## src/rtl/ysyx_22041207_fetch_pkg.sv

```systemverilog
// Shared types and constants for the instruction fetch queue.
//   fetch_state_e : fetch FSM states (idle / request / wait for response)
//   FETCH_BYTES   : size of every fetch request in bytes
//   ENTRY_W       : width of a FIFO entry ({pc, inst})
package ysyx_22041207_fetch_pkg;

  typedef enum logic [1:0] {
    StIdle,
    StReq,
    StWait
  } fetch_state_e;

  localparam logic [7:0]  FETCH_BYTES = 8'd4;
  localparam int unsigned ENTRY_W     = 96;

  typedef struct packed {
    logic [63:0] pc;
    logic [31:0] inst;
  } fetch_entry_t;

endpackage

```

## src/rtl/ysyx_22041207_fetch_fifo.sv

```systemverilog
// Synchronous FIFO holding fetched {pc, inst} entries. The head is kept in its
// own register so the consumer sees a registered output.
//   clk, rst : clock, synchronous active-high reset
//   clear_i  : drop all entries (wins over push and pop)
//   push_i   : write data_i at the tail
//   pop_i    : remove the head entry (ignored when empty)
//   data_i   : entry to push
//   count_o  : number of valid entries
//   head_o   : oldest entry, zero when empty after reset/clear/pop-to-empty
module ysyx_22041207_fetch_fifo
  import ysyx_22041207_fetch_pkg::*;
#(
  parameter int unsigned DEPTH = 4,
  parameter int unsigned WIDTH = ENTRY_W
) (
  input  logic                     clk,
  input  logic                     rst,
  input  logic                     clear_i,
  input  logic                     push_i,
  input  logic                     pop_i,
  input  logic [WIDTH-1:0]         data_i,
  output logic [$clog2(DEPTH):0]   count_o,
  output logic [WIDTH-1:0]         head_o
);

  localparam int unsigned PtrW = $clog2(DEPTH);
  localparam int unsigned CntW = PtrW + 1;
  localparam logic [CntW-1:0] DepthC = CntW'(DEPTH);

  logic [WIDTH-1:0] mem_q [DEPTH];
  logic [PtrW-1:0]  wptr_q, wptr_d, rptr_q, rptr_d, rptr_nx;
  logic [CntW-1:0]  count_q, count_d;
  logic [WIDTH-1:0] head_q, head_d;
  logic             push_eff, pop_eff;

  assign rptr_nx  = rptr_q + 1'b1;
  assign pop_eff  = pop_i && !clear_i && (count_q != '0);
  assign push_eff = push_i && !clear_i && ((count_q != DepthC) || pop_eff);

  always_comb begin
    wptr_d  = wptr_q;
    rptr_d  = rptr_q;
    count_d = count_q;
    head_d  = head_q;
    if (clear_i) begin
      wptr_d  = '0;
      rptr_d  = '0;
      count_d = '0;
      head_d  = '0;
    end else begin
      if (push_eff) wptr_d = wptr_q + 1'b1;
      if (pop_eff)  rptr_d = rptr_nx;
      count_d = count_q + CntW'(push_eff) - CntW'(pop_eff);
      if (pop_eff) begin
        // Next head comes from storage, from the entry being pushed, or is empty.
        if (count_q > CntW'(1)) head_d = mem_q[rptr_nx];
        else if (push_eff)      head_d = data_i;
        else                    head_d = '0;
      end else if (push_eff && (count_q == '0)) begin
        head_d = data_i;
      end
    end
  end

  always_ff @(posedge clk) begin
    if (rst) begin
      wptr_q  <= '0;
      rptr_q  <= '0;
      count_q <= '0;
      head_q  <= '0;
    end else begin
      wptr_q  <= wptr_d;
      rptr_q  <= rptr_d;
      count_q <= count_d;
      head_q  <= head_d;
    end
  end

  always_ff @(posedge clk) begin
    if (push_eff) mem_q[wptr_q] <= data_i;
  end

  assign count_o = count_q;
  assign head_o  = head_q;

endmodule

```

## src/rtl/ysyx_22041207_fetch_queue.sv

```systemverilog
// Instruction fetch front end: issues 4-byte reads on the shared read channel,
// buffers returned words with their PCs and presents them to IF/ID.
//   clk, rst          : clock, synchronous active-high reset
//   redirect_valid/pc : flush and restart fetch at redirect_pc (bits [1:0] dropped)
//   stall             : downstream not accepting
//   inst_valid/inst/inst_pc : FIFO head
//   rd_valid_o/rd_ready_i/rd_addr_o/rd_size_o : read request channel
//   rd_data_i/rd_data_valid_i/rd_data_ready_o : read response channel
module ysyx_22041207_fetch_queue
  import ysyx_22041207_fetch_pkg::*;
#(
  parameter int unsigned DEPTH    = 4,
  parameter logic [63:0] RESET_PC = 64'h8000_0000
) (
  input  logic        clk,
  input  logic        rst,
  input  logic        redirect_valid,
  input  logic [63:0] redirect_pc,
  input  logic        stall,
  output logic        inst_valid,
  output logic [31:0] inst,
  output logic [63:0] inst_pc,
  output logic        rd_valid_o,
  input  logic        rd_ready_i,
  output logic [63:0] rd_addr_o,
  output logic [7:0]  rd_size_o,
  input  logic [63:0] rd_data_i,
  input  logic        rd_data_valid_i,
  output logic        rd_data_ready_o
);

  localparam int unsigned CntW = $clog2(DEPTH) + 1;
  localparam logic [CntW-1:0] DepthC = CntW'(DEPTH);

  fetch_state_e     state_q, state_d;
  logic [63:0]      fetch_pc_q, fetch_pc_d;
  logic [63:0]      req_addr_q, req_addr_d;
  logic             discard_q, discard_d;
  logic [CntW-1:0]  fifo_count, count_after;
  logic             resp_fire, push, pop;
  logic [31:0]      word;
  fetch_entry_t     push_entry, head_entry;

  assign resp_fire = (state_q == StWait) && rd_data_valid_i;
  assign push      = resp_fire && !discard_q && !redirect_valid;
  assign pop       = inst_valid && !stall && !redirect_valid;
  assign word      = req_addr_q[2] ? rd_data_i[63:32] : rd_data_i[31:0];
  assign push_entry = '{pc: req_addr_q, inst: word};
  assign count_after = fifo_count + CntW'(push) - CntW'(pop);

  always_comb begin
    state_d    = state_q;
    fetch_pc_d = fetch_pc_q;
    req_addr_d = req_addr_q;
    discard_d  = discard_q;
    if (push) fetch_pc_d = fetch_pc_q + 64'd4;
    if (redirect_valid) fetch_pc_d = {redirect_pc[63:2], 2'b00};
    unique case (state_q)
      StIdle: begin
        if (!redirect_valid && (fifo_count < DepthC)) begin
          state_d    = StReq;
          req_addr_d = fetch_pc_q;
        end
      end
      StReq: begin
        // The request already on the bus cannot be withdrawn; mark it stale.
        if (redirect_valid) discard_d = 1'b1;
        if (rd_ready_i)     state_d   = StWait;
      end
      StWait: begin
        if (resp_fire) begin
          discard_d = 1'b0;
          // A redirect empties the FIFO, so a slot is always free then.
          if (redirect_valid || (count_after < DepthC)) begin
            state_d    = StReq;
            req_addr_d = fetch_pc_d;
          end else begin
            state_d = StIdle;
          end
        end else if (redirect_valid) begin
          discard_d = 1'b1;
        end
      end
      default: state_d = StIdle;
    endcase
  end

  always_ff @(posedge clk) begin
    if (rst) begin
      state_q    <= StIdle;
      fetch_pc_q <= RESET_PC;
      req_addr_q <= RESET_PC;
      discard_q  <= 1'b0;
    end else begin
      state_q    <= state_d;
      fetch_pc_q <= fetch_pc_d;
      req_addr_q <= req_addr_d;
      discard_q  <= discard_d;
    end
  end

  ysyx_22041207_fetch_fifo #(
    .DEPTH (DEPTH),
    .WIDTH (ENTRY_W)
  ) u_fifo (
    .clk     (clk),
    .rst     (rst),
    .clear_i (redirect_valid),
    .push_i  (push),
    .pop_i   (pop),
    .data_i  (push_entry),
    .count_o (fifo_count),
    .head_o  (head_entry)
  );

  assign inst_valid      = (fifo_count != '0);
  assign inst            = head_entry.inst;
  assign inst_pc         = head_entry.pc;
  assign rd_valid_o      = (state_q == StReq);
  assign rd_addr_o       = req_addr_q;
  assign rd_size_o       = FETCH_BYTES;
  assign rd_data_ready_o = (state_q == StWait);

endmodule
```

## config.mk

```make
export PLATFORM = sky130hd
export DESIGN_NAME = ysyx_22041207_fetch_queue
export DESIGN_NICKNAME = d
export VERILOG_FILES = /design/src/rtl/ysyx_22041207_fetch_pkg.sv /design/src/rtl/ysyx_22041207_fetch_fifo.sv /design/src/rtl/ysyx_22041207_fetch_queue.sv
export SDC_FILE = /design/constraint.sdc
export NUM_CORES = 1
export LEC_CHECK = 0
export ABC_CLOCK_PERIOD_IN_PS = 6100
export CAP_MARGIN = 40
export CORE_AREA = 2 2 309 158
export CTS_CLUSTER_DIAMETER = 80
export CTS_CLUSTER_SIZE = 12
export DETAILED_ROUTE_END_ITERATION = 16
export DIE_AREA = 0 0 311 160
export PLACE_DENSITY_LB_ADDON = 0.15
export SYNTH_ARGS = -nofsm -noshare
export SYNTH_HDL_FRONTEND = slang
export SYNTH_SLANG_ARGS = --single-unit
```

## constraint.sdc

```tcl
create_clock -name clk -period 6.1 [get_ports clk]
set_clock_uncertainty 0.2 [all_clocks]
set_input_delay 1.22 -clock clk [delete_from_list [all_inputs] [get_ports clk]]
set_output_delay 1.22 -clock clk [all_outputs]
set_load 0.02 [all_outputs]
```

* Word level (Yosys, flattened, before mapping)
Memory sizes are Yosys's and may differ from the RTL's. Index checks and enable logic that the tools add are counted.
Cells by class: $add $sub $neg 7, multipliers 0, div/mod/pow operators 0, order comparisons 3, eq/ne operators 7, shift-type cells 0, multiplexer cells 21, bitwise operators 0, reductions and logical operators 25
Operator list (count):
- two-way mux 96 bit | 4
- two-way mux 64 bit | 5
- case mux 64 bit (2 select lines) | 1
- adder 64 x 3 -> 64 bit, second input constant | 1
- two-way mux 32 bit | 1
- logical AND 1 bit | 11
- adder 3 x 1 -> 3 bit | 2
- less-than comparator 3 bit, second input constant | 2
- two-way mux 2 bit | 3
- inequality test 2 x 1 -> 1 bit, second input constant | 3
- case mux 2 bit (3 select lines) | 1
- nonzero test 2 bit | 3
- subtractor 3 x 1 -> 3 bit | 2
- two-way mux 1 bit | 5
- adder 2 x 1 -> 2 bit, second input constant | 2
- AND reduction 4 bit | 1
- > comparator 3 x 1 -> 1 bit, second input constant | 1
- zero test 1 bit | 3
- zero test 3 bit | 1
- inequality test 3 bit, second input constant | 1
- AND reduction 3 bit | 1
- nonzero test 3 bit | 1
- == test 2 x 1 -> 1 bit, second input constant | 1
- == test 2 bit, second input constant | 1
- other kinds (5) | 6
Word-level totals: register bits 234, latch bits 0, memory bits (writable) 384, ROM bits 0, input port bits 134, output and inout bits 171, word-level logic and storage cells 72, memories 1
Memories:
- u_fifo.mem_q | words 4, width 96, read ports 1, clocked after Yosys merged registers in 0, write ports 1, RTL line ysyx_22041207_fetch_fifo.sv:30 | logic [WIDTH-1:0] mem_q [DEPTH];

* Longest topological paths before layout
Gate-level depths: netlist (run 1).
depth after elaboration 11, gate-level depth with buffers 14, mapped depth without buffers 12

* Modules after synthesis
A second synthesis (run 1) with hierarchy kept.
Unflattened totals: cell total of the unflattened synthesis 2089, area, all modules 26145.1 µm²
Modules (own cells, without submodules):
- ysyx_22041207_fetch_fifo | instances 1, cells an instance 1099, area an instance 18400.1 µm², seq. area each 13593.0 µm²
- ysyx_22041207_fetch_queue | instances 1, cells an instance 990, area an instance 7744.9 µm², seq. area each 2622.5 µm²

* Worst setup path before layout (run 1)
OpenSTA, ideal clock, no wires.
kind input to register, start point in redirect_valid, end point mem u_fifo.mem_q[1][0] in the netlist's numbering, enable pin, library setup time 0.466 ns, arrival time 4.663 ns, data required time 5.434 ns, path slack 0.772 ns, stages 4, buffers on the path 1, cells stage by stage clkbuf_1 > or4_1 > a41oi_1 > and2_1
On the way: word-level cells in the longest chain between the ends 8, elaborated cells on any way between the ends 10, those cells by class mux (2); reduce/logical (8)
RTL lines:
- start, declared | RTL line ysyx_22041207_fetch_queue.sv:17 | input logic redirect_valid,
- zero test 1 bit *
- logical AND 1 bit | RTL line ysyx_22041207_fetch_queue.sv:46 | assign pop = inst_valid && !stall && !redirect_valid;
- logical AND 1 bit (2 in series) | RTL line ysyx_22041207_fetch_fifo.sv:37 | assign pop_eff = pop_i && !clear_i && (count_q != '0);
- logical OR 1 bit | RTL line ysyx_22041207_fetch_fifo.sv:38 | assign push_eff = push_i && !clear_i && ((count_q != DepthC) || pop_eff);
- logical AND 1 bit * | RTL line ysyx_22041207_fetch_fifo.sv:38
- via u_fifo.push_eff | RTL line ysyx_22041207_fetch_fifo.sv:34 | logic push_eff, pop_eff;
- two-way mux 1 bit * | RTL line ysyx_22041207_fetch_fifo.sv:80 | if (push_eff) mem_q[wptr_q] <= data_i;
- two-way mux 1 bit (implied by the code) * | RTL line ysyx_22041207_fetch_fifo.sv:80
- end, declared | RTL line ysyx_22041207_fetch_fifo.sv:30
Mark *: on every way through the listed nets, which the timed path passes. The rest lies on a longest branch.

* Worst setup path after layout (run 1)
start point in stall, end point reg req_addr_q[7], in the netlist rd_addr_o[7]
On the way: word-level cells in the longest chain between the ends 8
RTL lines:
- start, declared | RTL line ysyx_22041207_fetch_queue.sv:19 | input logic stall,
- zero test 1 bit | RTL line ysyx_22041207_fetch_queue.sv:46
- logical AND 1 bit (2 in series) | RTL line ysyx_22041207_fetch_queue.sv:46
- subtractor 3 x 1 -> 3 bit | RTL line ysyx_22041207_fetch_queue.sv:49 | assign count_after = fifo_count + CntW'(push) - CntW'(pop);
- less-than comparator 3 bit | RTL line ysyx_22041207_fetch_queue.sv:74 | if (redirect_valid || (count_after < DepthC)) begin
- logical OR 1 bit | RTL line ysyx_22041207_fetch_queue.sv:74
- inequality test 2 x 1 -> 1 bit (no source line)
- AND reduction 4 bit (no source line)
- end signal, assigned | RTL line ysyx_22041207_fetch_queue.sv:97 | req_addr_q <= req_addr_d;
- end, declared | RTL line ysyx_22041207_fetch_queue.sv:37 | logic [63:0] req_addr_q, req_addr_d;
No other way between the ends. A chain may end at the register's enable or synchronous reset.

==> results of run 1 <==
-- report_power, final --
| group | internal [W] | switching, W |
|---|---|---|
| clock network | 0.00179 | 0.00153 |
| registers | 0.00486 | 0.000426 |
| logic | 0.000768 | 0.00107 |
| total | 0.00741 | 0.00303 |
-- area by class of cell --
cell class	instances	area (um^2)
Fill cell	3504	16400
Sequential cell	618	16200
Multi-Input combinational cell	1152	8860
Timing Repair Buffer	339	3410
Clock buffer	104	1620
Tap cell	649	812
Inverter	26	97.6
Clock inverter	3	47.5
Antenna cell	4	10.0
-- per-stage QoR --
| step | util [%] | total power (W) | setup WS (ps) | instance area [um^2] |
|---|---|---|---|---|
| final | 65.4 | 0.0104 | 1530 | 31100 |
| after global routing | 65.4 | 0.0108 | 1270 | 31100 |
| after CTS | 65.4 | 0.0105 | 1560 | 31100 |
| after detailed placement | 61.9 | 0.00718 | 910 | 29400 |
| after global placement | 61.8 | 0.00711 | 1000 | 29300 |
| after floorplan | - | 0.00643 | 772 | 26200 |
-- worst max-delay path by stage --
stage / endpoint / slack (ps) / cells after the start
after global routing: rd_addr_o[6]$_SDFFE_PP0P_ / 1270 / 13
after global placement: rd_addr_o[56]$_SDFFE_PP0P_ / 1000 / 12
after floorplan: u_fifo.mem_q[1][0]$_DFFE_PP_ / 770 / 4
after CTS: rd_addr_o[56]$_SDFFE_PP0P_ / 1560 / 12
final: rd_addr_o[7]$_SDFFE_PP0P_ / 1530 / 12
after detailed placement: rd_addr_o[56]$_SDFFE_PP0P_ / 910 / 12
-- kinds of logic after synthesis --
| family | count (synthesis) | share of synthesized area, % |
|---|---|---|
| DFF | 618 | 61.8 |
| muxes | 148 | 10.4 |
| xor gates and xnor gates | 37 | 1.24 |
| adders and majority gates | 15 | 0.744 |
| and+or+nand+nor | 495 | 9.39 |
| buffers and inverters | 252 | 4.67 |
| AOI/OAI and AO/OA | 449 | 11.7 |
| other | 2 | 0.0286 |
-- cells in the mapped netlist, types with 13 or more instances --
library cell	n	area, um^2
edfxtp_1	384	11500
buf_1	13	48.8
nor2b_1	13	81.3
and3_1	19	119
o21ai_0	64	320
nand3_1	33	165
mux4_2	96	2160
nor4_1	23	144
mux2i_1	18	180
a211oi_1	106	796
nor3_1	39	195
buf_4	72	541
nand4_1	30	188
nand2b_1	17	106
xor2_1	22	193
nand2_1	83	312
a31oi_1	15	93.8
a22oi_1	101	758
inv_1	25	93.8
clkbuf_1	135	507
mux2_2	34	383
and2_1	15	93.8
ha_1	14	175
dfxtp_1	234	4680
a21oi_1	81	405
and4_1	13	114
nor2_1	173	649
xnor2_1	15	131
or3_1	15	93.8
-- state kept, by name, indices dropped and copies added, names as in the netlist --
| name | flops |
|---|---|
| discard_q | 1 |
| fetch_pc_q | 64 |
| rd_addr_o | 64 |
| state_q | 2 |
| u_fifo.count_o | 3 |
| u_fifo.head_o | 96 |
| u_fifo.mem_q | 384 |
| u_fifo.rptr_q | 2 |
| u_fifo.wptr_q | 2 |
-- placed cells by master (no fill, tap or decap), types with 17 or more instances in the layout --
master / Yosys / routed
a211oi_1: 106 / 106
o21ai_0: 64 / 63
nand2_1: 83 / 82
nand3_1: 33 / 33
inv_1: 25 / 24
clkdlybuf4s50_1: 0 / 292
buf_4: 72 / 34
clkbuf_1: 135 / 46
xor2_1: 22 / 22
mux4_2: 96 / 96
nor4_1: 23 / 23
clkbuf_16: 0 / 58
nand4_1: 30 / 30
mux2_2: 34 / 34
and3_1: 19 / 19
edfxtp_1: 384 / 384
mux2i_1: 18 / 18
nor3_1: 39 / 38
nor2_1: 173 / 173
a22oi_1: 101 / 101
a21oi_1: 81 / 80
dfxtp_1: 234 / 231
nand2b_1: 17 / 17
-- per-layer routing --
layer | part of all wire (%) | up-vias | global-route usage (%)
met4 | 1.9 | 0 | 6.24
met2 | 44 | 910 | 41.5
met3 | 9.2 | 93 | 5.42
li1 | - | 8091 | -
met5 | 0 | - | 0
met1 | 45 | 9222 | 44.4
==> flow_metrics.py, run 1 <==
metrics = {
    "outcome": {
        "status": "finished, final reports clean",
    },
    "grt": {
        "grt_usage_pct": 28.5,
        "antenna_found_initial": 4,
        "grt.overflow.total": 0,
        "grt_pass1_wl_um": 109000,
        "grt_pass1_vias": 17600,
        "grt_start_max_net_pins": 143,
    },
    "placement": {
        "place_inst": 2784,
        "hpwl_um": 45900,
        "io_buffer_count": 294,
        "gp_congestion": 0.942,
    },
    "floorplanning": {
        "num_io_pins": 305,
        "die_w_um": 311,
        "die_h_um": 160,
        "initial_core_util_pct": 55.2,
        "placementRows": 57,
        "dieArea_um2": 49800,
        "fp.coreArea_um2": 47500,
    },
    "power": {
        "ir_drop_mv": 0.208,
        "powerDensity_nw_per_um2": 336,
        "p_leak_nw": 9.91,
    },
    "yosys": {
        "synth-edff-count": 384,
        "postSynthCellCount": 2016,
        "avgSynthCellArea_um2": 13.0,
        "synth.distinct_cells": 67,
        "async_flop_share_pct": 0,
        "ys_warn_count": 0,
        "synth-main-ff-cell": "edfxtp_1",
        "synthesis.area_um2": 26200,
        "ys_ff_latch": 618,
        "yosysSeqAreaShare_pct": 61.8,
    },
    "route": {
        "wl_per_cell_um": 24.7,
        "post-route-drc-count": 0,
        "vias_per_cell": 6.33,
        "vias": 18300,
        "wl_um": 71600,
        "ant_nets": 0,
        "first_pass_iters": 5,
        "first_iter_violations": 1870,
    },
    "timing": {
        "setup_violations": 0,
        "period_minus_slack_ps": 4570,
        "worst_pin_slew_ps": 927,
        "fmax_mhz": 219,
        "finalCritPeriodShare_pct": 74.9,
        "hold_ws_ps": 269,
        "finalMaxSlewViolations": 0,
        "rsz0062_at_grt": "no",
        "slew_headroom_pct": 38.2,
        "fin_tns_setup_ps": 0,
        "hold_viol": 0,
    },
    "setup_path": {
        "slowest_delay_ps": 740,
        "cp-start-kind": "input port",
        "critPathSlowestCell": "or3_2",
        "critPathBufInv": 4,
        "rr_startpoint": "state_q[0]$_SDFFE_PP0P_",
        "reg2reg_to": "u_fifo.mem_q[0][66]$_DFFE_PP_",
        "r2r_setup_slack_ps": 2140,
        "critPathMaxFanout": 29,
        "crit_arrival_ps": 4880,
        "cp_cell_sequence": "clkdlybuf4s50_1 -> or3_1 -> inv_1 -> ha_1 -> inv_1 -> ha_1 -> and4b_1 -> a2111o_1 -> or3_2 -> buf_4 -> a2111o_1 -> a21oi_1",
        "cp-startpoint": "stall",
        "end_kind": "flip-flop",
        "cp_top_family": "simple AND/OR/NAND/NOR gates",
        "critPathKind": "input port to flip-flop",
        "cp_data_required_time_ps": 6420,
        "r2r_cells": 7,
    },
    "min_path": {
        "hp-start": "fetch_pc_q[0]$_SDFF_PP0_",
        "hold_end": "fetch_pc_q[0]$_SDFF_PP0_",
        "min_path_cells": 1,
        "min_path_type": "flip-flop to flip-flop",
    },
    "final_layout": {
        "final_cells": 2895,
        "layout-drive-gt1-share_pct": 11.8,
        "fin_nets": 2343,
        "synthToLayoutAreaGrowth_pct": 18.6,
    },
    "clock_network": {
        "cts_tree": "built",
        "ctsHoldBuffers": 0,
        "cts_resized": 0,
        "cts_buffers": 57,
        "clockBufferDepth": 3,
        "root_buffer": "clkbuf_16",
        "clk_pin_slew_ps": 60,
        "cts_setup_buffers": 0,
        "h-tree-depth": 2,
        "numClockSinks": 618,
        "clock_latency_ps": 610,
    },
    "flow_run": {
        "maxCapViolCount": 0,
    },
}
No activity file was read; power rests on OpenSTA's default activity.
==> inputs of run 2 (changes only) <==
--- a/config.mk
+++ b/config.mk
@@ -5,13 +5,13 @@
 export SDC_FILE = /design/constraint.sdc
 export NUM_CORES = 1
 export LEC_CHECK = 0
-export ABC_CLOCK_PERIOD_IN_PS = 6100
+export ABC_CLOCK_PERIOD_IN_PS = 3720
 export CAP_MARGIN = 40
-export CORE_AREA = 2 2 309 158
+export CORE_AREA = 2 2 324 166
 export CTS_CLUSTER_DIAMETER = 80
 export CTS_CLUSTER_SIZE = 12
 export DETAILED_ROUTE_END_ITERATION = 16
-export DIE_AREA = 0 0 311 160
+export DIE_AREA = 0 0 326 168
 export PLACE_DENSITY_LB_ADDON = 0.15
 export SYNTH_ARGS = -nofsm -noshare
 export SYNTH_HDL_FRONTEND = slang
==> constraint.sdc (replaced) <==
create_clock -name clk -period 3.72 [get_ports clk]
set_clock_uncertainty 0.2 [all_clocks]
set_input_delay 0.744 -clock clk [delete_from_list [all_inputs] [get_ports clk]]
set_output_delay 0.744 -clock clk [all_outputs]
set_load 0.02 [all_outputs]
==> flow_metrics.py, run 2 (synthesized netlist as in run 1, its figures left out) <==
metrics = {
    "floorplanning": {
        "die_h_um": 168,
        "fp.coreArea_um2": 52500,
        "num_io_pins": 305,
        "dieArea_um2": 54800,
        "initial_core_util_pct": 50.0,
        "die_w_um": 326,
        "placementRows": 60,
    },
    "setup_path": {
        "r2r_setup_slack_ps": 260,
        "critPathMaxFanout": 34,
        "end_kind": "flip-flop",
        "cp_cell_sequence": "clkdlybuf4s50_1 -> or3_1 -> inv_1 -> ha_1 -> inv_1 -> ha_1 -> and4b_1 -> a2111o_1 -> or3_2 -> buf_12 -> and3_1 -> a41oi_1 -> o21ai_0",
        "crit_arrival_ps": 3830,
        "reg2reg_to": "rd_addr_o[18]$_SDFFE_PP0P_",
        "cp-startpoint": "stall",
        "slowest_delay_ps": 550,
        "cp-start-kind": "input port",
        "critPathKind": "input port to flip-flop",
        "rr_startpoint": "u_fifo.count_o[1]$_SDFF_PP0_",
        "r2r_cells": 13,
        "critPathSlowestCell": "or3_2",
        "cp_data_required_time_ps": 3990,
    },
    "outcome": {
        "status": "finished, final reports clean",
    },
    "final_layout": {
        "seqCellArea_um2": 16200,
        "fin_nets": 2384,
        "final_cells": 2998,
        "synthToLayoutAreaGrowth_pct": 20.4,
        "largest_register_ffs": 384,
        "top_register": "u_fifo.mem_q",
        "layout-drive-gt1-share_pct": 13.5,
        "final_common_cell": "edfxtp_1",
        "num-fill-cells": 4046,
        "finalInstanceArea_um2": 31600,
        "fin_util_pct": 60.2,
        "multiInputGateArea_um2": 8860,
        "mostFrequentLayoutCells": "384 x edfxtp_1, 292 x clkdlybuf4s50_1, 231 x dfxtp_1, 173 x nor2_1, 106 x a211oi_1",
    },
    "power": {
        "swShare_pct": 28.5,
        "powerDensity_nw_per_um2": 545,
        "p_int_w": 0.0123,
        "p_comb_share_pct": 18.2,
        "power.share.clock_pct": 31.8,
        "ir_drop_mv": 0.378,
        "seqPwrFrac_pct": 50.0,
        "p_switching_w": 0.00490,
        "p_leak_nw": 10.1,
    },
    "timing": {
        "finalMaxSlewViolations": 0,
        "setup_ws_ps": 156,
        "rsz0062_at_grt": "no",
        "setup_violations": 0,
        "slew_headroom_pct": 38.3,
        "fin_tns_setup_ps": 0,
        "fmax_mhz": 281,
        "hold_viol": 0,
        "finalCritPeriodShare_pct": 95.8,
        "period_minus_slack_ps": 3560,
        "worst_pin_slew_ps": 925,
    },
    "placement": {
        "placed_area_um2": 29900,
        "place_inst": 2889,
        "gp_congestion": 0.914,
        "hpwl_um": 46400,
        "dp_slack_ps": -446,
        "io_buffer_count": 294,
    },
    "clock_network": {
        "clk_pin_slew_ps": 70,
        "numClockSinks": 618,
        "clockBufferDepth": 3,
        "h-tree-depth": 2,
        "cts_tree": "built",
        "root_buffer": "clkbuf_16",
        "cts_buffers": 57,
        "clock_latency_ps": 610,
    },
    "route": {
        "vias": 18100,
        "first_pass_iters": 7,
        "vias_per_cell": 6.03,
        "first_iter_violations": 1934,
        "post-route-drc-count": 0,
        "ant_nets": 0,
        "wl_um": 70000,
        "wl_per_cell_um": 23.3,
    },
    "grt": {
        "antenna_found_initial": 2,
        "grt.overflow.total": 0,
        "grt_start_max_net_pins": 75,
        "grt_pass1_vias": 17300,
        "grt_usage_pct": 25.0,
        "grt_pass1_wl_um": 106000,
    },
    "min_path": {
        "hp-start": "fetch_pc_q[0]$_SDFF_PP0_",
        "hold_end": "fetch_pc_q[0]$_SDFF_PP0_",
        "min_path_cells": 1,
        "min_path_type": "flip-flop to flip-flop",
    },
    "flow_run": {
        "maxCapViolCount": 0,
    },
}
-- run 2: stage by stage --
step | power, W | hold WS (ps)
after global placement | 0.0117 | 243
after floorplan | 0.0105 | 229
final | 0.0172 | 286
after global routing | 0.0179 | 284
after CTS | 0.0173 | 274
after detailed placement | 0.0119 | 250
-- run 2: per-layer routing --
layer	vias to the layer above	global-route usage (%)	part of all wire [%]	wire length (um)
met5	-	0	0	0
met4	0	4.33	1.4	958
met3	75	5.24	8.1	5640
met2	677	37.0	44	30700
met1	9148	38.6	47	32600
li1	8173	-	-	-
-- run 2: what timing repair did --
item / in CTS / in global routing
buffers inserted: 0 / 0
endpoints found under the setup margin: 0 / 50
gates resized for setup: 0 / 3
hold endpoints to repair: 0 / 0
hold buffers: 0 / 0
-- run 2: power groups by stage --
stage / Combinational [W] / Sequential, W / Clock [W]
finish: 0.00312 / 0.00860 / 0.00546
global placement: 0.00304 / 0.00871 / 0
CTS: 0.00312 / 0.00860 / 0.00557
global route: 0.00337 / 0.00867 / 0.00587
detailed placement: 0.00311 / 0.00874 / 0
floorplan: 0.00208 / 0.00846 / 0
-- run 2: how the worst max path moves through the flow --
stage / cells past startpoint / end
3_5_place_dp: 13 / rd_addr_o[18]$_SDFFE_PP0P_
4_1_cts: 13 / rd_addr_o[18]$_SDFFE_PP0P_
5_1_grt: 13 / rd_addr_o[21]$_SDFFE_PP0P_
3_3_place_gp: 13 / rd_addr_o[20]$_SDFFE_PP0P_
6_report: 13 / rd_addr_o[18]$_SDFFE_PP0P_
2_1_floorplan: 7 / u_fifo.mem_q[0][0]$_DFFE_PP_
-- run 2: area by class of cell --
class / count / share of cell area, %
antenna: 3 / 0.0238
clock buffer: 104 / 5.21
clock inverter: 2 / 0.0555
inverter: 26 / 0.309
multi-input combinational: 1152 / 28.1
sequential: 618 / 51.4
tap: 713 / 2.83
timing repair buffer: 380 / 12.1
-- run 2: critical path: cells and delay by family --
| family | cells | cell delay (ps) |
|---|---|---|
| AO/OA/AOI/OAI | 3 | 590 |
| adder cells (fa/ha/maj) | 2 | 330 |
| buffers and inverters | 4 | 780 |
| AND/OR/NAND/NOR | 4 | 1370 |
==> inputs of run 3 (changes only) <==
--- a/config.mk
+++ b/config.mk
@@ -5,13 +5,13 @@
 export SDC_FILE = /design/constraint.sdc
 export NUM_CORES = 1
 export LEC_CHECK = 0
-export ABC_CLOCK_PERIOD_IN_PS = 3720
+export ABC_CLOCK_PERIOD_IN_PS = 3850
 export CAP_MARGIN = 40
-export CORE_AREA = 2 2 324 166
+export CORE_AREA = 2 2 309 158
 export CTS_CLUSTER_DIAMETER = 80
 export CTS_CLUSTER_SIZE = 12
 export DETAILED_ROUTE_END_ITERATION = 16
-export DIE_AREA = 0 0 326 168
+export DIE_AREA = 0 0 311 160
 export PLACE_DENSITY_LB_ADDON = 0.15
 export SYNTH_ARGS = -nofsm -noshare
 export SYNTH_HDL_FRONTEND = slang
==> constraint.sdc (replaced) <==
create_clock -name clk -period 3.85 [get_ports clk]
set_clock_uncertainty 0.2 [all_clocks]
set_input_delay 0.77 -clock clk [delete_from_list [all_inputs] [get_ports clk]]
set_output_delay 0.77 -clock clk [all_outputs]
set_load 0.02 [all_outputs]
==> flow_metrics.py, run 3 (synthesized netlist as in run 1, its figures left out) <==
metrics = {
    "timing": {
        "period_minus_slack_ps": 3500,
        "setup_violations": 0,
        "setup_ws_ps": 353,
        "hold_viol": 0,
        "finalMaxSlewViolations": 0,
        "hold_ws_ps": 270,
        "slew_headroom_pct": 36.9,
        "fmax_mhz": 286,
        "rsz0062_at_grt": "no",
        "worst_pin_slew_ps": 947,
        "finalCritPeriodShare_pct": 90.8,
    },
    "setup_path": {
        "slowest_delay_ps": 450,
        "critPathKind": "input port to flip-flop",
        "cp_data_required_time_ps": 4120,
        "critPathMaxFanout": 17,
        "end_kind": "flip-flop",
        "crit_arrival_ps": 3770,
        "cp_cell_sequence": "clkdlybuf4s50_1 -> or3_1 -> inv_1 -> ha_1 -> inv_1 -> ha_1 -> and4b_1 -> a2111o_1 -> or3_4 -> buf_4 -> and3_1 -> a41oi_1 -> o21ai_0",
        "cp-start-kind": "input port",
        "critPathSlowestCell": "or3_4",
        "critPathBufInv": 4,
        "r2r_setup_slack_ps": 470,
        "cp_top_family": "simple AND/OR/NAND/NOR gates",
    },
    "route": {
        "ant_nets": 0,
        "wl_per_cell_um": 24.2,
        "first_iter_violations": 2060,
        "post-route-drc-count": 0,
        "wl_um": 70800,
        "first_pass_iters": 6,
        "vias_per_cell": 6.19,
        "vias": 18100,
    },
    "final_layout": {
        "fin_util_pct": 66.4,
        "final_common_cell": "edfxtp_1",
        "synthToLayoutAreaGrowth_pct": 20.2,
        "mostFrequentLayoutCells": "384 x edfxtp_1, 292 x clkdlybuf4s50_1, 231 x dfxtp_1, 173 x nor2_1, 106 x a211oi_1",
        "fin_nets": 2376,
        "layout-drive-gt1-share_pct": 13.1,
        "num-fill-cells": 3551,
        "top_register": "u_fifo.mem_q",
        "largest_register_ffs": 384,
    },
    "power": {
        "p_leak_nw": 10.1,
        "ir_drop_mv": 0.361,
        "total_power_w": 0.0167,
        "powerDensity_nw_per_um2": 528,
    },
    "clock_network": {
        "cts_resized": 0,
        "numClockSinks": 618,
        "clk_pin_slew_ps": 60,
        "clock_latency_ps": 610,
        "cts_buffers": 57,
        "clockBufferDepth": 3,
        "h-tree-depth": 2,
        "cts_setup_buffers": 0,
        "cts_tree": "built",
        "root_buffer": "clkbuf_16",
        "ctsHoldBuffers": 0,
    },
    "grt": {
        "use_met3_pct": 6.52,
        "busiest_layer": "met1",
        "antenna_found_initial": 6,
        "grt_start_max_net_pins": 107,
        "met2_usage_pct": 41.6,
        "grt_usage_pct": 28.3,
        "grt.overflow.total": 0,
        "globalRouteMet1Util_pct": 42.9,
        "grt_pass1_wl_um": 109000,
        "grt_pass1_vias": 18000,
    },
    "outcome": {
        "status": "finished, final reports clean",
    },
    "floorplanning": {
        "initial_core_util_pct": 55.2,
        "die_h_um": 160,
        "fp.coreArea_um2": 47500,
        "die_w_um": 311,
        "placementRows": 57,
        "num_io_pins": 305,
        "dieArea_um2": 49800,
    },
    "placement": {
        "hpwl_um": 46700,
        "gp_congestion": 0.918,
        "io_buffer_count": 294,
        "dp_slack_ps": -401,
    },
    "min_path": {
        "min_path_type": "flip-flop to flip-flop",
    },
    "flow_run": {
        "maxCapViolCount": 0,
    },
}
run 3: area by class of cell:
type / count / area, um^2 / share of cell area [%]
Inverter: 26 / 97.6 / 0.310
Timing Repair Buffer: 372 / 3850 / 12.2
Sequential cell: 618 / 16200 / 51.5
Tap cell: 649 / 812 / 2.58
Multi-Input combinational cell: 1152 / 8860 / 28.1
Clock inverter: 3 / 47.5 / 0.151
Antenna cell: 7 / 17.5 / 0.0556
Clock buffer: 102 / 1620 / 5.13
run 3: worst paths after layout:
check	start	cells after the start	end
worst max-delay path	stall	13	rd_addr_o[17]$_SDFFE_PP0P_
worst min-delay path	fetch_pc_q[1]$_SDFF_PP0_	1	fetch_pc_q[1]$_SDFF_PP0_
worst min register to register	fetch_pc_q[1]$_SDFF_PP0_	1	fetch_pc_q[1]$_SDFF_PP0_
worst max register to register	u_fifo.count_o[1]$_SDFF_PP0_	13	rd_addr_o[17]$_SDFFE_PP0P_
run 3: where the power goes:
group          switching, W  internal [W]
sequential         0.000647       0.00770
combinational       0.00174       0.00134
clock               0.00240       0.00283
total               0.00479        0.0119
run 3: stage by stage:
| stage | instances | instance area (um^2) | TNS, ps |
|---|---|---|---|
| 6_report | 2929 | 31500 | 0 |
| 4_1_cts | 2922 | 31500 | 0 |
| 5_1_grt | 2928 | 31500 | 0 |
| 3_5_place_dp | 2817 | 29800 | -12050 |
| 2_1_floorplan | 2022 | 26200 | -30830 |
| 3_3_place_gp | 2817 | 29800 | -8240 |
run 3: metal layers:
metal  up-vias  routed length, um
met3        86               6680
met1      9055              31800
met4         0               1250
met5         -                  0
li1       8144                  -
met2       842              31100
==> patch: new RTL, settings of run 1 <==
`DEPTH` is set to 4 in 2 places; all go to 2.
--- a/src/rtl/ysyx_22041207_fetch_fifo.sv
+++ b/src/rtl/ysyx_22041207_fetch_fifo.sv
@@ -10,7 +10,7 @@
 module ysyx_22041207_fetch_fifo
   import ysyx_22041207_fetch_pkg::*;
 #(
-  parameter int unsigned DEPTH = 4,
+  parameter int unsigned DEPTH = 2,
   parameter int unsigned WIDTH = ENTRY_W
 ) (
   input  logic                     clk,
--- a/src/rtl/ysyx_22041207_fetch_queue.sv
+++ b/src/rtl/ysyx_22041207_fetch_queue.sv
@@ -9,7 +9,7 @@
 module ysyx_22041207_fetch_queue
   import ysyx_22041207_fetch_pkg::*;
 #(
-  parameter int unsigned DEPTH    = 4,
+  parameter int unsigned DEPTH    = 2,
   parameter logic [63:0] RESET_PC = 64'h8000_0000
 ) (
   input  logic        clk,
Behaviour: same outputs for any inputs over 4 cycles, from zero or initial values and one cycle with rst high; that may be too few to reach the edited logic, so the function may still have changed.
==> patch against run 1 <==
Clock power fell by 28%. Global-route usage fell by 5.8 points. Synthesized area fell by 27%. Synthesized cell count fell by 6.9%. Die area did not move. Register-to-register slack got worse by 0.04 ns. Sequential cell count fell by 195. Worst setup slack improved by 0.49 ns. Count of clock-buffer cells in the layout fell by 33. Critical path depth fell by 4. Final area fell by 25%. Total power fell by 34%. First-iteration DRC count fell by 15%. Routed wire length fell by 19%. Critical endpoint is now rd_addr_o[62]. Largest power group unchanged.
==> patch: results (changes against run 1) <==
\begin{tabular}{lr}
\hline
Metric & Value \\
\hline
\multicolumn{2}{l}{\textbf{Clocking}} \\
Clock buffer count from CTS & 41 (-28\%) \\
Source-to-sink clock delay at the later pin of the worst-skew pair & 0.55 ns (-0.06 ns) \\
\multicolumn{2}{l}{\textbf{STA}} \\
Rel. slew slack & 41.0\% (+2.8 points) \\
\multicolumn{2}{l}{\textbf{Placement}} \\
Cell area after placement & 0.0222 mm² (-24\%) \\
HPWL after DPL & 39.0 mm (-15\%) \\
Placer's final routability congestion estimate & 0.917 (-2.6\%) \\
\multicolumn{2}{l}{\textbf{Global routing}} \\
Total GRT Usage & 22.7\% (-5.8 points) \\
Number of antenna violations at the first check in global routing & 3 (-1) \\
Wire length of the first global-routing pass & 87.6 mm (-19\%) \\
Global Route met2 Usage & 33.2\% (-8.3 points) \\
Met3 demand-to-capacity share in global routing & 4.82\% (-0.60 points) \\
Largest net degree at the start of global routing & 125 (-13\%) \\
\multicolumn{2}{l}{\textbf{Finish}} \\
Number of nets in the layout & 2190 (-6.5\%) \\
Fill count & 4421 (+26\%) \\
Fraction of final layout cells with drive strength greater than 1 & 8.76\% (-3.0 points) \\
\multicolumn{2}{l}{\textbf{Logic synthesis}} \\
Average size of a mapped cell & 10.2 µm² (-22\%) \\
Main synth FF type & sky130\_fd\_sc\_hd\_\_dfxtp\_1 \\
Largest cells by area after synthesis & sky130\_fd\_sc\_hd\_\_edfxtp\_1 (30\%), sky130\_fd\_sc\_hd\_\_dfxtp\_1 (24\%), sky130\_fd\_sc\_hd\_\_nor2\_1 (5.3\%) \\
Most common library cells after synthesis & sky130\_fd\_sc\_hd\_\_nor2\_1 (271), sky130\_fd\_sc\_hd\_\_dfxtp\_1 (231), sky130\_fd\_sc\_hd\_\_edfxtp\_1 (192) \\
Netlist cell types & 64 (-4.5\%) \\
Number of enable-type register cells in the synthesized netlist & 192 (-50\%) \\
\multicolumn{2}{l}{\textbf{Power and ir drop}} \\
Clock power share & 34.5\% (+2.7 points) \\
Combinational fraction of design power & 17.0\% (-0.6 points) \\
Leakage & 7.51 nW (-24\%) \\
Cell internal power dissipation & 0.00495 W (-33\%) \\
Peak ir drop on the vdd network & 0.185 mV (-11\%) \\
PwrDens & 296 mW/mm² (-12\%) \\
\multicolumn{2}{l}{\textbf{Critical path}} \\
Worst-path maximum fanout & 24 (-17\%) \\
CP max stage delay & 0.69 ns (-0.05 ns) \\
Arrival @ worst endpoint & 4.32 ns (-0.56 ns) \\
\multicolumn{2}{l}{\textbf{Routing}} \\
Count of routing violations after the opening detailed-route iteration & 1597 (-15\%) \\
Detail Route met3 WL & 3.89 mm (-41\%) \\
Post-Route M1 WL & 28.3 mm (-12\%) \\
Vias after detailed routing & 14900 (-18\%) \\
Amount of wire on met2 after detailed routing & 24.5 mm (-22\%) \\
\multicolumn{2}{l}{\textbf{Status}} \\
Status & complete, no violations \\
\hline
\end{tabular}
[patch: changes by cell type in the layout (fill, tap and decap cells not counted), sizes merged, moves of 40 or more]
| cell | run 1 | this run |
|---|---|---|
| edfxtp | 384 | 192 |
| nor2 | 173 | 271 |
| a22oi | 101 | 5 |
| mux4 | 96 | 0 |
| mux2i | 18 | 78 |
| nand2 | 83 | 136 |
| a21oi | 81 | 121 |
[patch: cells by family after synthesis]
kind of cell / Yosys count / synth area share (%)
AOI/OAI and AO/OA: 373 / 12.7
xor gates and xnor gates: 44 / 2.02
adders and majority gates: 8 / 0.525
buffers and inverters: 231 / 6.13
DFF: 423 / 54.5
muxes: 145 / 8.06
other: 2 / 0.0394
and+or+nand+nor: 651 / 16.0
[patch: stage by stage]
stage / worst slack (ns) / utilization, %
6_report: 2.02 / 49.4
5_1_grt: 1.80 / 49.4
3_3_place_gp: 1.59 / 46.5
2_1_floorplan: 0.947 / -
3_5_place_dp: 1.51 / 46.8
4_1_cts: 2.07 / 49.4
[patch: path summary, 6_finish.rpt]
check                           slack (ns)             to  cells past startpoint       startpoint
worst min-delay path                  0.28   rd_addr_o[1]                      2    fetch_pc_q[1]
worst max-delay path                  2.02  rd_addr_o[62]                      8  rd_data_valid_i
worst min register to register        0.28   rd_addr_o[1]                      2    fetch_pc_q[1]
worst max register to register        2.10  rd_addr_o[62]                      9       state_q[0]
[patch: cell type report]
class	count	area (µm²)	area share [%]
timing repair buffer	335	3380	14.4
sequential	423	10400	44.3
inverter	18	67.6	0.288
clock inverter	2	20.0	0.0854
multi-input combinational	1229	7590	32.4
tap	649	812	3.46
clock buffer	71	1180	5.04
antenna	3	7.51	0.0320
